## config.mk

```make
export PLATFORM = sky130hd
export DESIGN_NAME = pc_fetch_unit_flat
export DESIGN_NICKNAME = d
export VERILOG_FILES = /design/src/rtl/pc_fetch_if.sv /design/src/rtl/pc_fetch_unit.sv /design/src/flat_wrapper.sv
export SDC_FILE = /design/constraint.sdc
export NUM_CORES = 1
export LEC_CHECK = 0
export CORE_MARGIN = 8
export CORE_UTILIZATION = 45
export CTS_BUF_LIST = sky130_fd_sc_hd__clkbuf_8
export CTS_CLUSTER_DIAMETER = 200
export DETAILED_ROUTE_END_ITERATION = 10
export PLACE_DENSITY = 0.69
export SYNTH_ARGS = -nofsm -noshare
export SYNTH_HDL_FRONTEND = slang
export SYNTH_SLANG_ARGS = --single-unit
```

## constraint.sdc

```tcl
create_clock -name clk -period 6.02 [get_ports clk]
set_input_delay 1.204 -clock clk [delete_from_list [all_inputs] [get_ports clk]]
set_output_delay 1.204 -clock clk [all_outputs]
set_load 0.02 [all_outputs]
```

## src/rtl/pc_fetch_if.sv

```systemverilog
// ---------------------------------------------------------------------------
// Module  : pc_fetch_if
// Brief   : Strobe, program-memory and status bundle between decoder/memory
//           side (master) and the fetch unit (slave).
// Revision: 1.0
// ---------------------------------------------------------------------------
`default_nettype none

interface pc_fetch_if #(
  parameter int PC_WIDTH    = 13,
  parameter int STACK_DEPTH = 8
);
  localparam int c_DEPTH_W = $clog2(STACK_DEPTH) + 1;

  logic                 pc_incr_en;
  logic                 pc_j_en;
  logic                 pc_call_en;
  logic                 pc_ret_en;
  logic                 pcl_wr_en;
  logic [7:0]           pcl_wr_data;
  logic [4:0]           pclath;
  logic                 instr_rd_en;
  logic                 instr_flush;
  logic [PC_WIDTH-1:0]  prog_addr;
  logic [13:0]          prog_data;
  logic [13:0]          instr_current;
  logic [PC_WIDTH-1:0]  pc;
  logic [c_DEPTH_W-1:0] stack_depth;
  logic                 stack_ovf;
  logic                 stack_unf;

  modport master (
    output pc_incr_en, pc_j_en, pc_call_en, pc_ret_en, pcl_wr_en, pcl_wr_data,
           pclath, instr_rd_en, instr_flush, prog_data,
    input  prog_addr, instr_current, pc, stack_depth, stack_ovf, stack_unf
  );

  modport slave (
    input  pc_incr_en, pc_j_en, pc_call_en, pc_ret_en, pcl_wr_en, pcl_wr_data,
           pclath, instr_rd_en, instr_flush, prog_data,
    output prog_addr, instr_current, pc, stack_depth, stack_ovf, stack_unf
  );
endinterface

`default_nettype wire

```

## src/rtl/pc_fetch_unit.sv

```systemverilog
// ---------------------------------------------------------------------------
// Module  : pc_fetch_unit
// Brief   : PIC16F program counter, circular return stack and instruction
//           register feeding the instruction decoder.
// Revision: 1.0
// ---------------------------------------------------------------------------
`default_nettype none

module pc_fetch_unit #(
  parameter int                PC_WIDTH     = 13,
  parameter int                STACK_DEPTH  = 8,
  parameter logic [PC_WIDTH-1:0] RESET_VECTOR = 13'h000,
  parameter logic [13:0]       NOP_WORD     = 14'h0000
) (
  input  wire logic  clk,
  input  wire logic  rst,
  pc_fetch_if.slave  bus
);

  localparam int c_SP_W    = $clog2(STACK_DEPTH);
  localparam int c_DEPTH_W = c_SP_W + 1;
  localparam logic [c_DEPTH_W-1:0] c_FULL = c_DEPTH_W'(STACK_DEPTH);

  logic [PC_WIDTH-1:0]  r_pc;
  logic [13:0]          r_ir;
  logic [c_SP_W-1:0]    r_sp;
  logic [c_DEPTH_W-1:0] r_depth;
  logic                 r_ovf;
  logic                 r_unf;
  logic [PC_WIDTH-1:0]  r_stack [STACK_DEPTH];

  logic                 w_pop;
  logic                 w_push;
  logic [c_SP_W-1:0]    w_sp_dec;
  logic [PC_WIDTH-1:0]  w_jump_target;
  logic [PC_WIDTH-1:0]  w_pcl_target;
  logic [PC_WIDTH-1:0]  w_pc_next;
  logic [13:0]          w_ir_next;

  // A return on the same edge as a call suppresses the push entirely.
  assign w_pop         = bus.pc_ret_en;
  assign w_push        = bus.pc_call_en & bus.pc_j_en & ~bus.pc_ret_en;
  assign w_sp_dec      = r_sp - c_SP_W'(1);
  assign w_jump_target = PC_WIDTH'({bus.pclath[4:3], r_ir[10:0]});
  assign w_pcl_target  = PC_WIDTH'({bus.pclath, bus.pcl_wr_data});

  always_comb begin
    w_pc_next = r_pc;
    if (w_pop) begin
      w_pc_next = r_stack[w_sp_dec];
    end else if (bus.pc_j_en) begin
      w_pc_next = w_jump_target;
    end else if (bus.pcl_wr_en) begin
      w_pc_next = w_pcl_target;
    end else if (bus.pc_incr_en) begin
      w_pc_next = r_pc + PC_WIDTH'(1);
    end
  end

  always_comb begin
    w_ir_next = r_ir;
    if (bus.instr_flush) begin
      w_ir_next = NOP_WORD;
    end else if (bus.instr_rd_en) begin
      w_ir_next = bus.prog_data;
    end
  end

  always_ff @(posedge clk or posedge rst) begin
    if (rst) begin
      r_pc <= RESET_VECTOR;
      r_ir <= NOP_WORD;
    end else begin
      r_pc <= w_pc_next;
      r_ir <= w_ir_next;
    end
  end

  // Depth saturates at both ends while sp keeps wrapping, so an overflow
  // overwrites the oldest entry and an underflow re-reads a stale one.
  always_ff @(posedge clk or posedge rst) begin
    if (rst) begin
      r_sp    <= '0;
      r_depth <= '0;
      r_ovf   <= 1'b0;
      r_unf   <= 1'b0;
    end else if (w_pop) begin
      r_sp <= w_sp_dec;
      if (r_depth == '0) begin
        r_unf <= 1'b1;
      end else begin
        r_depth <= r_depth - c_DEPTH_W'(1);
      end
    end else if (w_push) begin
      r_sp <= r_sp + c_SP_W'(1);
      if (r_depth == c_FULL) begin
        r_ovf <= 1'b1;
      end else begin
        r_depth <= r_depth + c_DEPTH_W'(1);
      end
    end
  end

  always_ff @(posedge clk) begin
    if (w_push) begin
      r_stack[r_sp] <= r_pc;
    end
  end

  assign bus.prog_addr     = r_pc;
  assign bus.pc            = r_pc;
  assign bus.instr_current = r_ir;
  assign bus.stack_depth   = r_depth;
  assign bus.stack_ovf     = r_ovf;
  assign bus.stack_unf     = r_unf;

endmodule

`default_nettype wire
```

## src/flat_wrapper.sv

```systemverilog
// flat-port wrapper written by rule: the top's interface ports become plain ports
module pc_fetch_unit_flat 
#(
  parameter int                PC_WIDTH     = 13,
  parameter int                STACK_DEPTH  = 8,
  parameter logic [PC_WIDTH-1:0] RESET_VECTOR = 13'h000,
  parameter logic [13:0]       NOP_WORD     = 14'h0000
)
  (clk, rst, bus_pc_incr_en, bus_pc_j_en, bus_pc_call_en, bus_pc_ret_en, bus_pcl_wr_en, bus_pcl_wr_data, bus_pclath, bus_instr_rd_en, bus_instr_flush, bus_prog_data, bus_prog_addr, bus_instr_current, bus_pc, bus_stack_depth, bus_stack_ovf, bus_stack_unf);
  pc_fetch_if #(.PC_WIDTH(PC_WIDTH), .STACK_DEPTH(STACK_DEPTH)) bus_i ();
  input  wire logic clk;
  input  wire logic rst;
  input wire logic [$bits(bus_i.pc_incr_en)-1:0] bus_pc_incr_en;
  input wire logic [$bits(bus_i.pc_j_en)-1:0] bus_pc_j_en;
  input wire logic [$bits(bus_i.pc_call_en)-1:0] bus_pc_call_en;
  input wire logic [$bits(bus_i.pc_ret_en)-1:0] bus_pc_ret_en;
  input wire logic [$bits(bus_i.pcl_wr_en)-1:0] bus_pcl_wr_en;
  input wire logic [$bits(bus_i.pcl_wr_data)-1:0] bus_pcl_wr_data;
  input wire logic [$bits(bus_i.pclath)-1:0] bus_pclath;
  input wire logic [$bits(bus_i.instr_rd_en)-1:0] bus_instr_rd_en;
  input wire logic [$bits(bus_i.instr_flush)-1:0] bus_instr_flush;
  input wire logic [$bits(bus_i.prog_data)-1:0] bus_prog_data;
  output wire logic [$bits(bus_i.prog_addr)-1:0] bus_prog_addr;
  output wire logic [$bits(bus_i.instr_current)-1:0] bus_instr_current;
  output wire logic [$bits(bus_i.pc)-1:0] bus_pc;
  output wire logic [$bits(bus_i.stack_depth)-1:0] bus_stack_depth;
  output wire logic [$bits(bus_i.stack_ovf)-1:0] bus_stack_ovf;
  output wire logic [$bits(bus_i.stack_unf)-1:0] bus_stack_unf;
  assign bus_i.pc_incr_en = bus_pc_incr_en;
  assign bus_i.pc_j_en = bus_pc_j_en;
  assign bus_i.pc_call_en = bus_pc_call_en;
  assign bus_i.pc_ret_en = bus_pc_ret_en;
  assign bus_i.pcl_wr_en = bus_pcl_wr_en;
  assign bus_i.pcl_wr_data = bus_pcl_wr_data;
  assign bus_i.pclath = bus_pclath;
  assign bus_i.instr_rd_en = bus_instr_rd_en;
  assign bus_i.instr_flush = bus_instr_flush;
  assign bus_i.prog_data = bus_prog_data;
  assign bus_prog_addr = bus_i.prog_addr;
  assign bus_instr_current = bus_i.instr_current;
  assign bus_pc = bus_i.pc;
  assign bus_stack_depth = bus_i.stack_depth;
  assign bus_stack_ovf = bus_i.stack_ovf;
  assign bus_stack_unf = bus_i.stack_unf;
  pc_fetch_unit #(.PC_WIDTH(PC_WIDTH), .STACK_DEPTH(STACK_DEPTH), .RESET_VECTOR(RESET_VECTOR), .NOP_WORD(NOP_WORD)) u_core (.clk(clk), .rst(rst), .bus(bus_i));
endmodule
```

Yosys cells after proc, flatten, opt, wreduce, memory -nomap -nowiden
Memory sizes are Yosys's and may differ from the RTL's. Cells that the tools add are included. Widths: inputs -> output; s select.

Register bits after elaboration: 36. Memories: 1. Memory bits (writable): 104. Input bits: 36.

Memory list: u_core.r_stack (depth 8, width 13, read ports 1, clocked after memory_dff 0, wr ports 1, RTL line pc_fetch_unit.sv:30) `logic [PC_WIDTH-1:0] r_stack [STACK_DEPTH];`.

Add/subtract/negate cells: 5. Bitwise operators: 3. Reductions and logical operators: 7. Eq/ne operators: 3. Multiplexer cells: 14.

Operators by type and width (count): $mux 13 (4); $mux 14 (2); $mux 4 (4); $add 13x1->13 const B (1); $mux 3 (2); $reduce_and 3->1 (2); $add 4x1->4 const B (1); $eq 4x4->1 const B (1); $logic_not 4->1 (1); $ne 2x2->1 const B (2); $reduce_bool 2->1 (2); $reduce_bool 4->1 (1); $sub 4x1->4 const B (1); $add 3x1->3 const B (1); $sub 3x1->3 const B (1); $and 1x1->1 (2); $mux 1 (2); $reduce_and 2->1 (1); $not 1->1 (1).

Longest topological paths before layout
Depth after elaboration: 5. Gate-level depth with buffers: 9.

Worst setup path after synthesis
No wires, ideal clock.

Path kind: input port to flip-flop. Start point: in bus_pc_j_en. End point: mem u_core.r_stack[0][0] (enable). Path slack: 2772 ps. Arrival time: 2831 ps. Stages on the path: 3. Path buffers: 1. Required time: 5603 ps. Path through: buf_2 -> nand3b_1 -> nor4_1.

Cells in the longest elaborated chain, start to end: 4.

RTL lines: start: declaration (RTL line flat_wrapper.sv:14) `input wire logic [$bits(bus_i.pc_j_en)-1:0] bus_pc_j_en;`; $and 1x1->1 (2 in series) (RTL line pc_fetch_unit.sv:42) `assign w_push = bus.pc_call_en & bus.pc_j_en & ~bus.pc_ret_en;`; $mux 1 (RTL line pc_fetch_unit.sv:105) `if (w_push) begin`; $mux 1 (implied by the code) (RTL line pc_fetch_unit.sv:106) `r_stack[r_sp] <= r_pc;`; end: declaration (RTL line pc_fetch_unit.sv:30).

Every way passes these cells.

Worst setup path after layout
Start point: in bus_pc_j_en. End point: mem u_core.r_stack[5][0] (enable).

Same word-level chain as after synthesis.

==> results.json <==
{
  "layout-drive-gt1-share": 0.162,
  "die_width_um": 134,
  "grt_max_degree": 37,
  "die-area_um2": 17800,
  "min_period_over_period": 0.584,
  "synthArstFlopShare": 0.257,
  "cp-endpoint": "u_core.r_stack[5][0]",
  "synthCells": 409,
  "area_growth_pct": 21.6,
  "yosysSeqAreaShare": 0.647,
  "core_area_um2": 13700,
  "setup_violations": 0,
  "ctsResizeCount": 0,
  "cts_tree": "yes",
  "arrival_ns": 3.58,
  "port_buffers": 81,
  "fillCellCount": 1154,
  "status": "finished, final reports clean",
  "clock_sinks": 140,
  "postSynthAreaPerCell_um2": 15.2,
  "yosysWarnings": 0,
  "crit_required_ns": 6.08,
  "h-tree-depth": 4,
  "cts_inserted_buffers": 17,
  "post-route-min-period_ns": 3.52,
  "cts_buffer_depth": 2,
  "stdcell_area_um2": 7560,
  "first_global_vias": 3997,
  "min_from": "u_core.bus.stack_unf",
  "rsz0062_at_grt": "no",
  "finalClockSkew_ns": 0.0140,
  "place_congestion": 0.822,
  "worst_setup_path_end_kind": "register",
  "reg2regPathDepth": 3,
  "std_cell_rows": 43,
  "critical_path_class": "input port to register",
  "antennaDiodeCount": 0,
  "grt_pass1_wl_mm": 23.3,
  "finalHoldViolCount": 0,
  "layout_setup_ws_ns": 2.50,
  "max_slew.worst_pin.slew_ns": 1.14,
  "first_pass_iters": 5,
  "cts_hold_buffers": 0,
  "cp-startpoint": "bus_pc_j_en",
  "yosysUniqueCellTypes": 57,
  "synth.net_count": 451,
  "antenna_found_initial": 1,
  "max_cap_viol_count": 0,
  "max_freq_mhz": 284,
  "postCtsSetupRepairBufs": 0,
  "synth_top_flop_cell": "edfxtp_1",
  "synth_most_common_cell": "edfxtp_1",
  "antenna_left": 0,
  "dp_slack_ns": 2.04,
  "routed_via_density": 5.81,
  "syn_area_um2": 6220,
  "synth_area_leaders": "edfxtp_1 50%, dfrtp_1 14%, mux4_2 9.4%",
  "ys_top_cells_by_count": "104 x edfxtp_1, 36 x dfrtp_1, 29 x nor2_1",
  "clkLatencyLatePin_ns": 0.45,
  "die_y_um": 134,
  "ys_ff_latch": 140,
  "track_usage": 0.174,
  "nets": 524,
  "dr.first_iter.drc_count": 330,
  "clkTransAtPathRegs_ns": 0.07,
  "avgRoutedWirePerCell_um": 22.3,
  "r2r-end": "u_core.r_stack[5][0]",
  "power.total_w": 0.00371,
  "p_leak_nw": 2.67,
  "route.detailed.drc": 0,
  "dp_hpwl_mm": 10.3,
  "dpl_cell_area_um2": 7100,
  "start_util": 0.455,
  "holdWs_ns": 0.494,
  "cp_max_fo": 19,
  "cts_root_buf": "clkbuf_8",
  "final-max-slew-violation-count": 0,
  "r2r_slack_ns": 3.54,
  "vias": 3921,
  "tns_ns": 0,
  "holdPathStages": 1,
  "critPathLaunchType": "input port",
  "synth_top_cell_by_area": "edfxtp_1",
  "overflow": 0,
  "relSlewSlack": 0.240,
  "synth_edf_count": 104,
  "ios": 82,
  "max-vdd-ir-drop_mv": 0.254,
  "pwr_density_cell_nw_per_um2": 491,
  "hp-class": "register to register",
  "reg2reg_from": "u_core.r_sp[0]",
  "routed_wl_mm": 15.1,
  "synth.top_cell.area_share": 0.502
}
## cells in the final DEF (no fill, tap or decap), types with 9 or more instances in the layout
cell / count
edfxtp_1: 104
nand2_1: 19
clkbuf_8: 17
mux2i_1: 23
dfrtp_1: 35
nand3_1: 9
inv_1: 12
a21oi_1: 11
nor2_1: 29
mux4_2: 26
o22ai_1: 10
clkdlybuf4s50_1: 81
## per-stage QoR
step	cells	util
after CTS	675	0.553
final	675	0.553
after global placement	643	0.520
after floorplan	409	-
after global routing	675	0.553
after detailed placement	643	0.520
## critical path, stage by stage
cell,delay [ns]
clkdlybuf4s50_1,0.88
nand2_1,0.19
nor2_1,0.19
nand2_1,0.17
nor2_1,0.93
## area by class of cell
cell class / instances / area (um2) / area share
inverters: 12 / 45.0 / 0.00596
clock inverters: 15 / 221 / 0.0293
well taps: 180 / 225 / 0.0298
repair buffers: 86 / 848 / 0.112
flip-flops and latches: 140 / 4030 / 0.533
clock buffers: 17 / 234 / 0.0310
multi-input cells: 225 / 1960 / 0.259
## cells by family (layout without fill, tap and decap cells)
| logic type | Yosys count | after routing | share of synthesized area |
|---|---|---|---|
| AND/OR/NAND/NOR | 97 | 97 | 0.0793 |
| XOR/XNOR | 10 | 10 | 0.0153 |
| AO/OA/AOI/OAI | 60 | 60 | 0.0664 |
| adder cells (fa/ha/maj) | 6 | 6 | 0.0133 |
| buffers and inverters | 44 | 130 | 0.0417 |
| flip-flops | 140 | 140 | 0.647 |
| multiplexers | 52 | 52 | 0.137 |
## layer usage
layer	GRT usage	vias up	routed length (um)
li1	-	1723	-
met1	0.225	1995	6530
met2	0.264	172	6980
met3	0.0557	29	1180
met4	0.0755	2	386
met5	0	-	10
## report_power, final
| group | internal [W] | total (W) | switching, W |
|---|---|---|---|
| Combinational | 0.000621 | 0.00132 | 0.000700 |
| Sequential | 0.00126 | 0.00153 | 0.000270 |
| Clock | 0.000493 | 0.000862 | 0.000369 |
| Total | 0.00237 | 0.00371 | 0.00134 |
## state kept, by name, indices dropped and copies added (netlist names)
register	cells
u_core.bus.instr_current	14
u_core.bus.pc	13
u_core.bus.stack_depth	4
u_core.bus.stack_ovf	1
u_core.bus.stack_unf	1
u_core.r_sp	3
u_core.r_stack	104
## worst min path at each step
stage                           end  slack (ns)
2_1_floorplan        u_core.r_sp[2]        0.56
3_3_place_gp   u_core.bus.stack_unf        0.49
3_5_place_dp   u_core.bus.stack_unf        0.47
4_1_cts        u_core.bus.stack_unf        0.50
5_1_grt        u_core.bus.stack_unf        0.52
6_report       u_core.bus.stack_unf        0.49
(Power assumes the default switching activity.)
